===== config.mk =====
export PLATFORM = sky130hd
export DESIGN_NAME = vid_timing_ctrl
export DESIGN_NICKNAME = d
export VERILOG_FILES = /design/src/rtl/vid_pkg.sv /design/src/rtl/vid_hv_counter.sv /design/src/rtl/vid_timing_ctrl.sv
export SDC_FILE = /design/constraint.sdc
export NUM_CORES = 1
export LEC_CHECK = 0
export CAP_MARGIN = 20
export CORE_ASPECT_RATIO = 1.4
export CORE_UTILIZATION = 45
export DETAILED_ROUTE_END_ITERATION = 10
export HOLD_SLACK_MARGIN = 0.06
export PLACE_DENSITY_LB_ADDON = 0.2
export SYNTH_ARGS = -nofsm -noshare
export SYNTH_HDL_FRONTEND = slang
export SYNTH_SLANG_ARGS = --single-unit

===== constraint.sdc =====
create_clock -name clk -period 2.8 [get_ports clk]
set_clock_uncertainty 0.2 [all_clocks]
set_input_delay 0.56 -clock clk [delete_from_list [all_inputs] [get_ports clk]]
set_output_delay 0.56 -clock clk [all_outputs]
set_load 0.005 [all_outputs]

===== src/rtl/vid_pkg.sv =====
// Shared types for the video timing controller.
// Contents: FSM state enum, timing struct (eight H/V interval fields), frame-size helpers.
package vid_pkg;

  typedef enum logic [1:0] {
    ST_IDLE  = 2'd0,
    ST_RUN   = 2'd1,
    ST_DRAIN = 2'd2
  } vid_state_e;

  typedef struct packed {
    logic [15:0] h_active;
    logic [15:0] h_front_porch;
    logic [15:0] h_sync_width;
    logic [15:0] h_back_porch;
    logic [15:0] v_active;
    logic [15:0] v_front_porch;
    logic [15:0] v_sync_width;
    logic [15:0] v_back_porch;
  } vid_timing_t;

  localparam vid_timing_t VID_TIMING_DEFAULT = '{
    h_active: 16'd640, h_front_porch: 16'd16, h_sync_width: 16'd96, h_back_porch: 16'd48,
    v_active: 16'd480, v_front_porch: 16'd10, v_sync_width: 16'd2,  v_back_porch: 16'd33
  };

  // Total pixels per line.
  function automatic int unsigned h_total(input vid_timing_t t);
    return 32'(t.h_active) + 32'(t.h_front_porch) + 32'(t.h_sync_width) + 32'(t.h_back_porch);
  endfunction

  // Total lines per frame.
  function automatic int unsigned v_total(input vid_timing_t t);
    return 32'(t.v_active) + 32'(t.v_front_porch) + 32'(t.v_sync_width) + 32'(t.v_back_porch);
  endfunction

endpackage


===== src/rtl/vid_hv_counter.sv =====
// Pixel/line position counter pair with frame wrap.
// Ports: clk, rst (async, active-high), enable (advance one pixel), clear (force to 0),
//        hcnt/vcnt (registered position), hcnt_nxt_c/vcnt_nxt_c (position after this edge).
module vid_hv_counter
  import vid_pkg::*;
#(
  parameter vid_timing_t TIMING = VID_TIMING_DEFAULT,
  localparam int unsigned H_FRAME = h_total(TIMING),
  localparam int unsigned V_FRAME = v_total(TIMING),
  localparam int unsigned HW = $clog2(H_FRAME),
  localparam int unsigned VW = $clog2(V_FRAME)
) (
  input  logic          clk,
  input  logic          rst,
  input  logic          enable,
  input  logic          clear,
  output logic [HW-1:0] hcnt,
  output logic [VW-1:0] vcnt,
  output logic [HW-1:0] hcnt_nxt_c,
  output logic [VW-1:0] vcnt_nxt_c
);

  localparam logic [HW-1:0] H_LAST = HW'(H_FRAME - 1);
  localparam logic [VW-1:0] V_LAST = VW'(V_FRAME - 1);

  // Next position: clear wins, else advance with line/frame wrap.
  always_comb begin
    hcnt_nxt_c = hcnt;
    vcnt_nxt_c = vcnt;
    if (clear) begin
      hcnt_nxt_c = '0;
      vcnt_nxt_c = '0;
    end else if (enable) begin
      if (hcnt == H_LAST) begin
        hcnt_nxt_c = '0;
        vcnt_nxt_c = (vcnt == V_LAST) ? '0 : vcnt + VW'(1);
      end else begin
        hcnt_nxt_c = hcnt + HW'(1);
      end
    end
  end

  always_ff @(posedge clk or posedge rst) begin
    if (rst) begin
      hcnt <= '0;
      vcnt <= '0;
    end else begin
      hcnt <= hcnt_nxt_c;
      vcnt <= vcnt_nxt_c;
    end
  end

endmodule


===== src/rtl/vid_timing_ctrl.sv =====
// Video timing controller: IDLE/RUN/DRAIN sequencer driving a raster position counter,
// with registered active-video and frame start/end flags aligned to the counters.
// Ports: clk, rst (async, active-high), start, stop, busy, out_hcnt, out_vcnt, out_de,
//        out_frame_start, out_frame_end, out_frame_cnt (only with VID_TIMING_CTRL_FRAME_CNT_EN).
// Macro VID_TIMING_CTRL_FRAME_CNT_EN adds a 32-bit completed-frame counter.
module vid_timing_ctrl
  import vid_pkg::*;
#(
  parameter int unsigned H_ACTIVE      = 640,
  parameter int unsigned H_FRONT_PORCH = 16,
  parameter int unsigned H_SYNC_WIDTH  = 96,
  parameter int unsigned H_BACK_PORCH  = 48,
  parameter int unsigned V_ACTIVE      = 480,
  parameter int unsigned V_FRONT_PORCH = 10,
  parameter int unsigned V_SYNC_WIDTH  = 2,
  parameter int unsigned V_BACK_PORCH  = 33,
  localparam int unsigned H_FRAME = H_ACTIVE + H_FRONT_PORCH + H_SYNC_WIDTH + H_BACK_PORCH,
  localparam int unsigned V_FRAME = V_ACTIVE + V_FRONT_PORCH + V_SYNC_WIDTH + V_BACK_PORCH,
  localparam int unsigned HW = $clog2(H_FRAME),
  localparam int unsigned VW = $clog2(V_FRAME)
) (
  input  logic          clk,
  input  logic          rst,
  input  logic          start,
  input  logic          stop,
  output logic          busy,
  output logic [HW-1:0] out_hcnt,
  output logic [VW-1:0] out_vcnt,
  output logic          out_de,
  output logic          out_frame_start,
  output logic          out_frame_end
`ifdef VID_TIMING_CTRL_FRAME_CNT_EN
  ,
  output logic [31:0]   out_frame_cnt
`endif
);

  localparam vid_timing_t TIMING = '{
    h_active: 16'(H_ACTIVE), h_front_porch: 16'(H_FRONT_PORCH),
    h_sync_width: 16'(H_SYNC_WIDTH), h_back_porch: 16'(H_BACK_PORCH),
    v_active: 16'(V_ACTIVE), v_front_porch: 16'(V_FRONT_PORCH),
    v_sync_width: 16'(V_SYNC_WIDTH), v_back_porch: 16'(V_BACK_PORCH)
  };
  localparam logic [HW-1:0] H_LAST = HW'(H_FRAME - 1);
  localparam logic [VW-1:0] V_LAST = VW'(V_FRAME - 1);

  vid_state_e    state, state_nxt;
  logic          last_pix;
  logic          busy_nxt;
  logic [HW-1:0] hcnt_nxt;
  logic [VW-1:0] vcnt_nxt;

  assign last_pix = (out_hcnt == H_LAST) && (out_vcnt == V_LAST);

  // Counters advance whenever a frame is in flight; cleared on the way into IDLE.
  vid_hv_counter #(.TIMING(TIMING)) u_hv (
    .clk        (clk),
    .rst        (rst),
    .enable     (state != ST_IDLE),
    .clear      (state_nxt == ST_IDLE),
    .hcnt       (out_hcnt),
    .vcnt       (out_vcnt),
    .hcnt_nxt_c (hcnt_nxt),
    .vcnt_nxt_c (vcnt_nxt)
  );

  always_ff @(posedge clk or posedge rst) begin
    if (rst) state <= ST_IDLE;
    else     state <= state_nxt;
  end

  // Start cancels a pending drain; a drain only ends on the frame's last pixel.
  always_comb begin
    state_nxt = state;
    case (state)
      ST_IDLE:  if (start && !stop) state_nxt = ST_RUN;
      ST_RUN:   if (stop) state_nxt = ST_DRAIN;
      ST_DRAIN: begin
        if (start && !stop) state_nxt = ST_RUN;
        else if (last_pix)  state_nxt = ST_IDLE;
      end
      default:  state_nxt = ST_IDLE;
    endcase
  end

  assign busy_nxt = (state_nxt != ST_IDLE);

  // Flags are computed from next-cycle position so they line up with the counters.
  always_ff @(posedge clk or posedge rst) begin
    if (rst) begin
      busy            <= 1'b0;
      out_de          <= 1'b0;
      out_frame_start <= 1'b0;
      out_frame_end   <= 1'b0;
    end else begin
      busy            <= busy_nxt;
      out_de          <= busy_nxt && ({1'b0, hcnt_nxt} < (HW+1)'(H_ACTIVE))
                                  && ({1'b0, vcnt_nxt} < (VW+1)'(V_ACTIVE));
      out_frame_start <= busy_nxt && (hcnt_nxt == '0) && (vcnt_nxt == '0);
      out_frame_end   <= busy_nxt && (hcnt_nxt == H_LAST) && (vcnt_nxt == V_LAST);
    end
  end

`ifdef VID_TIMING_CTRL_FRAME_CNT_EN
  // Completed frames; counts once a frame_end pixel has been presented.
  always_ff @(posedge clk or posedge rst) begin
    if (rst)                out_frame_cnt <= '0;
    else if (out_frame_end) out_frame_cnt <= out_frame_cnt + 32'd1;
  end
`endif

endmodule


**Yosys cells after proc, flatten, opt, wreduce, memory -nomap -nowiden**

Index checks and enable logic that the tools add are counted.

- Flip-flop bits (word level): 26
- Bits of input ports: 4
- Output and inout port bits: 24
- Logic and storage cells: 44

- $add $sub $neg: 2
- Magnitude comparators: 2
- Eq/ne operators: 6
- Multiplexer cells: 12
- Reductions and logical operators: 15

Operator list:

| operator | number |
|---|---|
| $mux 10 | 7 |
| $eq 10x10->1 const B | 4 |
| $add 10x1->10 const B | 2 |
| $logic_not 10->1 | 2 |
| $lt 10x10->1 const B | 1 |
| $lt 10x9->1 const B | 1 |
| $logic_and 1x1->1 | 8 |
| $mux 2 | 4 |
| $pmux 2 s3 | 1 |
| $logic_not 2->1 | 2 |
| $reduce_bool 2->1 | 2 |
| $eq 2x1->1 const B | 1 |
| $eq 2x2->1 const B | 1 |
| $logic_not 1->1 | 1 |

**Longest topological paths before layout**

- Word-level depth: 10
- Gate-level depth with buffers: 8
- Gate-level depth less buffers: 8

**Hierarchy**

A second synthesis with hierarchy kept.

- Cells, all modules: 158
- Area total of the unflattened synthesis: 1,502.7 µm²

By module, submodules not included:

| module | instances | cells an instance | area an instance (µm²) | seq. area each (µm²) |
|---|---|---|---|---|
| vid_hv_counter | 1 | 111 | 1,098.6 | 500.5 |
| vid_timing_ctrl | 1 | 47 | 404.1 | 150.1 |

**Worst setup path before layout**

Ideal clock, no wire load.

- Path kind: register to register
- From: reg u_hv.hcnt[0]
- To: reg out_frame_start
- Library setup time: 0.096 ns
- Data arrival time: 2.447 ns
- Data required time: 2.504 ns
- Setup slack: 0.058 ns
- Cell stages (with the launch flop): 8
- Path buffers: 0
- Period minus slack after synthesis: 2.742 ns
- Cell sequence: dfrtp_1 ha_1 nand4b_2 or3_4 or4_4 a21oi_4 o2111ai_2 nor4_2

- Word-level cells in the longest chain between the ends: 10
- Elaborated cells between the ends (all ways): 18
- Classes of those cells: add/sub: 1; eq/ne: 1; mux: 9; reduce/logical: 7

Ends and longest elaborated chain:

| element | line | text |
|---|---|---|
| start: declaration | vid_hv_counter.sv:17 | `output logic [HW-1:0] hcnt,` |
| start signal: assignment | vid_hv_counter.sv:48 | `hcnt <= hcnt_nxt_c;` |
| $eq 10x10->1 | vid_hv_counter.sv:34, vid_timing_ctrl.sv:53 |  |
| $logic_and 1x1->1 | vid_timing_ctrl.sv:53 | `assign last_pix = (out_hcnt == H_LAST) && (out_vcnt == V_LAST);` |
| $mux 2 | vid_timing_ctrl.sv:80 | `else if (last_pix) state_nxt = ST_IDLE;` |
| $mux 2 | vid_timing_ctrl.sv:79 | `if (start && !stop) state_nxt = ST_RUN;` |
| $pmux 2 s3 | vid_timing_ctrl.sv:75 | `case (state)` |
| $logic_not 2->1 | vid_timing_ctrl.sv:60 | `.clear (state_nxt == ST_IDLE),` |
| $mux 10 | vid_hv_counter.sv:30 | `if (clear) begin` |
| $logic_not 10->1 | vid_timing_ctrl.sv:99 | `out_frame_start <= busy_nxt && (hcnt_nxt == '0) && (vcnt_nxt == '0);` |
| $logic_and 1x1->1 | vid_timing_ctrl.sv:99 |  |
| $logic_and 1x1->1 (*) | vid_timing_ctrl.sv:99 |  |
| end signal: assignment | vid_timing_ctrl.sv:99 |  |
| end: declaration | vid_timing_ctrl.sv:30 | `output logic out_frame_start,` |

Every way passes the cells marked *; elsewhere a longest branch is shown, timed or not.

**Worst setup path in the final report**

Same ends and word-level chain as after synthesis.

==> metrics list <==
* Run status: finished, final reports clean
- Critical Path Stages: 8
- Post-route fraction of the period consumed by the critical path: 97.2%
- Entering global routing, the biggest net connects 27 pins.
- The tree is rooted in a clkbuf_8.
* Area overhead of the layout relative to synthesis: 33.2%
- The initial utilization of the core area, before any placement, comes to 46.7%.
- Number of nets in the final layout: 236
- Global-route wire length before repair: 7200 microns
- Cell Count, Final, Fillers Out: 270
- In this run the remaining antenna-violating nets after routing total 0.
* RSZ-0062 raised after global routing: no
* Register bit count reported by yosys: 26
* Critical Path Max Stage Delay: 0.58 ns
* Worst EP required: 2.77 ns
- Num rows: 26
- Counting both buffers and inverters, the worst setup path holds a total of 1.
- Dividing the detail-routed via count by the number of cells gives 5.89.
- The number of nets in the synthesized netlist is 184.
* Post-synthesis cell count: 177
- Derived from the worst setup path, the maximum achievable clock frequency is 368 MHz.
* Max-slew violation total from the final report: 0
* Die extent in x: 54.0 microns
- After routing, the total negative slack on setup checks comes to 0 ns.
- For this run, global-route usage on met1 was measured as 29.2%.
- Sorting the synthesized cells by area gives the leading types as dfrtp_1, xnor2_1, nor2_1.
* Clock tree from TritonCTS: built
- The slowest stage of the critical path is the or4_4 cell.
- The number of cells on the worst reg-to-reg path is 8.
- The die is 74.7 microns tall.
- Top-area cell type share of the netlist area: 38.3%
- Kind of end point of the critical path: flop
- Worst-path cell chain: ha_4 > nand4b_2 > or3_4 > or4_4 > a21oi_4 > buf_6 > a31oi_1 > nor4_2
* Transition time at the pin with the least slew margin: 0.429 ns
- During placement, the flow inserted port buffers numbering 27.
* Reg2reg setup slack: 0.08 ns
* H-tree depth: 1
- Global routing consumed, over all layers together, 24.7% of the routing resources.
- Sequential cells were found to cover 38.3% of the synthesized design area.
* Maximum Capacitance Violations: 0
- The critical path in this run is classified as reg -> reg.
- Worst voltage drop across the vdd grid: 0.274 mV
* Area of the placeable core: 0.00364 sq mm
* Via count of the first global-routing pass: 1596
- I/O Pins: 28
* Async SR Flop Fraction: 100%
- Before antenna repair, the detailed router went through 4 iterations.
- Delay-heaviest family, CP: simple AND/OR/NAND/NOR gates
- Residual DRC count: 0
* Power density over cell area: 376 mW/mm^2
- The number of antenna diodes in the final layout is 0.
- In this run, placement finished with an instance count of 262.
- The layer flagged by global routing as most heavily used is met2.
- At the end of routability-driven placement, the weighted congestion stood at 0.857.
* Final-layout fill cell count: 330
* Insertion delay to the later sink of the worst-skew pair: 0.27 ns
- Proportion of layout cells with a drive suffix above 1: 21.5%
* Sink count of the clock tree: 26
- Total via count in the routed design: 1591
- After clock tree synthesis, the clock-pin slew on the worst setup and hold paths is 0.09 ns.
* Final Hold Vio Count: 0
- Leak Pwr: 0.946 nW
- The detailed router finished its first iteration with 56 violations.
- GRT overflow: 0
- Clock period minus worst slack: 2.72 ns
- For this run, the number of Yosys warnings is 0.
* Die Footprint: 0.00403 sq mm
- After detailed routing, the total wire length is 4460 microns.
* Avg WL per Cell: 16.5 microns
* Final setup violation count: 0
* Number of enable flip-flop cells after synthesis: 0
* Number of distinct library cell variants in the gate-level netlist after synthesis: 54
* Met3 Use GR: 1.82%
* CTS max path bufs: 2
- By count the netlist is led by dfrtp_1, nor2_1, xnor2_1.
- The tightest min-delay check is of the in -> async type.
* Final core area utilization: 62.2%
- STA classifies the critical path startpoint as a flop.
- Summed over all instances, the cell type with the most area after synthesis is dfrtp_1.
- The worst pin sits at a relative slew slack of 71.2%.
- Critical path arrival: 2.69 ns
- In the synthesized netlist the dominant register cell turns out to be dfrtp_1.
- The number of antenna violations at the first check in global routing was 0.
* Met2 GRT Util: 43.9%
* Overall Power: 0.851 mW
- Per-instance average area after synthesis: 9.61 sq um
- Detailed Place HPWL: 3290 microns
- Along the worst path, the maximum fanout reaches 9.
- Post-synthesis cell area: 0.00170 sq mm
- Clock tree synthesis inserted a total of 3 buffers.
* Most common cell in the synthesized netlist: dfrtp_1
## through the flow
stage	hold slack, ns	setup WS (ns)	area, sq um
final	0.434	0.0798	2260
after global routing	0.493	0.00222	2260
after CTS	0.450	0.0148	2210
after detailed placement	0.421	-0.0323	2150
after global placement	0.441	0.0119	2150
after floorplan	0.393	0.0575	1700
## repair_timing
item | in CTS | in global routing
endpoints found under the setup margin | 1 | 1
buffers inserted | 0 | 4
hold buffers | 0 | 0
pin swaps | 0 | 2
gates resized for setup | 1 | 5
## cells in the final DEF, fill, tap and decap left out, types with 2 or more instances in the layout
cell type / count
clkdlybuf4s50_1: 27
dfrtp_1: 26
buf_4: 26
nor2_1: 24
xnor2_1: 11
xor2_1: 8
nor3_1: 8
a21oi_1: 7
nand3_1: 7
o21ai_0: 6
nand2_1: 5
inv_1: 4
and3_1: 4
clkbuf_8: 4
a31oi_1: 3
o211a_1: 3
nand4_1: 3
or4_1: 3
a211oi_1: 2
nand2b_1: 2
nor4b_2: 2
nand3b_1: 2
a21oi_4: 2
nor4_2: 2
o21a_1: 2
nor3b_1: 2
mux2i_1: 2
nor4_1: 2
o31ai_1: 2
ha_1: 2
## report_power, final
group	internal [mW]	total, mW	switching [mW]
clock	0.126	0.247	0.121
combinational	0.101	0.206	0.105
sequential	0.390	0.399	0.00806
total	0.617	0.851	0.234
## cell families (layout without fill, tap and decap cells)
family	count (synthesis)	count (layout)	synth area share (%)
AND/OR/NAND/NOR	77	77	27.5
multiplexers	2	2	1.18
XOR/XNOR	19	19	9.79
buffers and inverters	12	63	3.75
AO/OA/AOI/OAI	38	38	17.3
flip-flops	26	26	38.3
adder cells (fa/ha/maj)	3	3	2.21
## path summary, 6_finish.rpt
kind                                        start                         to
hold reg to reg            u_hv.vcnt[1]$_DFF_PP0_     u_hv.vcnt[1]$_DFF_PP0_
min in group clk           u_hv.vcnt[1]$_DFF_PP0_     u_hv.vcnt[1]$_DFF_PP0_
setup reg to reg           u_hv.hcnt[0]$_DFF_PP0_  out_frame_start$_DFF_PP0_
max in group asynchronous                     rst         state[0]$_DFF_PP0_
hold / removal                                rst  out_frame_start$_DFF_PP0_
setup / recovery           u_hv.hcnt[0]$_DFF_PP0_  out_frame_start$_DFF_PP0_
## registers in the layout, indices dropped and copies added, names as in the netlist
| signal | cells |
|---|---|
| u_hv.hcnt | 10 |
| out_frame_start | 1 |
| busy | 1 |
| out_de | 1 |
| u_hv.vcnt | 10 |
| out_frame_end | 1 |
| state | 2 |
## final cells by class
class                      count  area, sq um  share of cell area [%]
inverter                       5         18.8                   0.829
sequential                    26          651                    28.7
clock buffer                   4         55.1                    2.43
timing repair buffer          54          477                    21.0
tap                           42         52.6                    2.32
multi-input combinational    139         1010                    44.6
## worst reg2reg max path: cells and delay by family, from the launching register on
family | cells | cell delay [ns]
AO/OA/AOI/OAI | 2 | 0.27
adder cells (fa/ha/maj) | 1 | 0.18
buffers and inverters | 1 | 0.16
flip-flops | 1 | 0.40
AND/OR/NAND/NOR | 4 | 1.41
## per-layer routing
metal | vias up | share of wire [%] | wire length (microns)
met2 | 49 | 53 | 2360
li1 | 748 | - | -
met4 | 0 | 2.6 | 116
met5 | - | 0 | 0
met1 | 783 | 42 | 1860
met3 | 11 | 2.7 | 119
(Power assumes the default switching activity.)
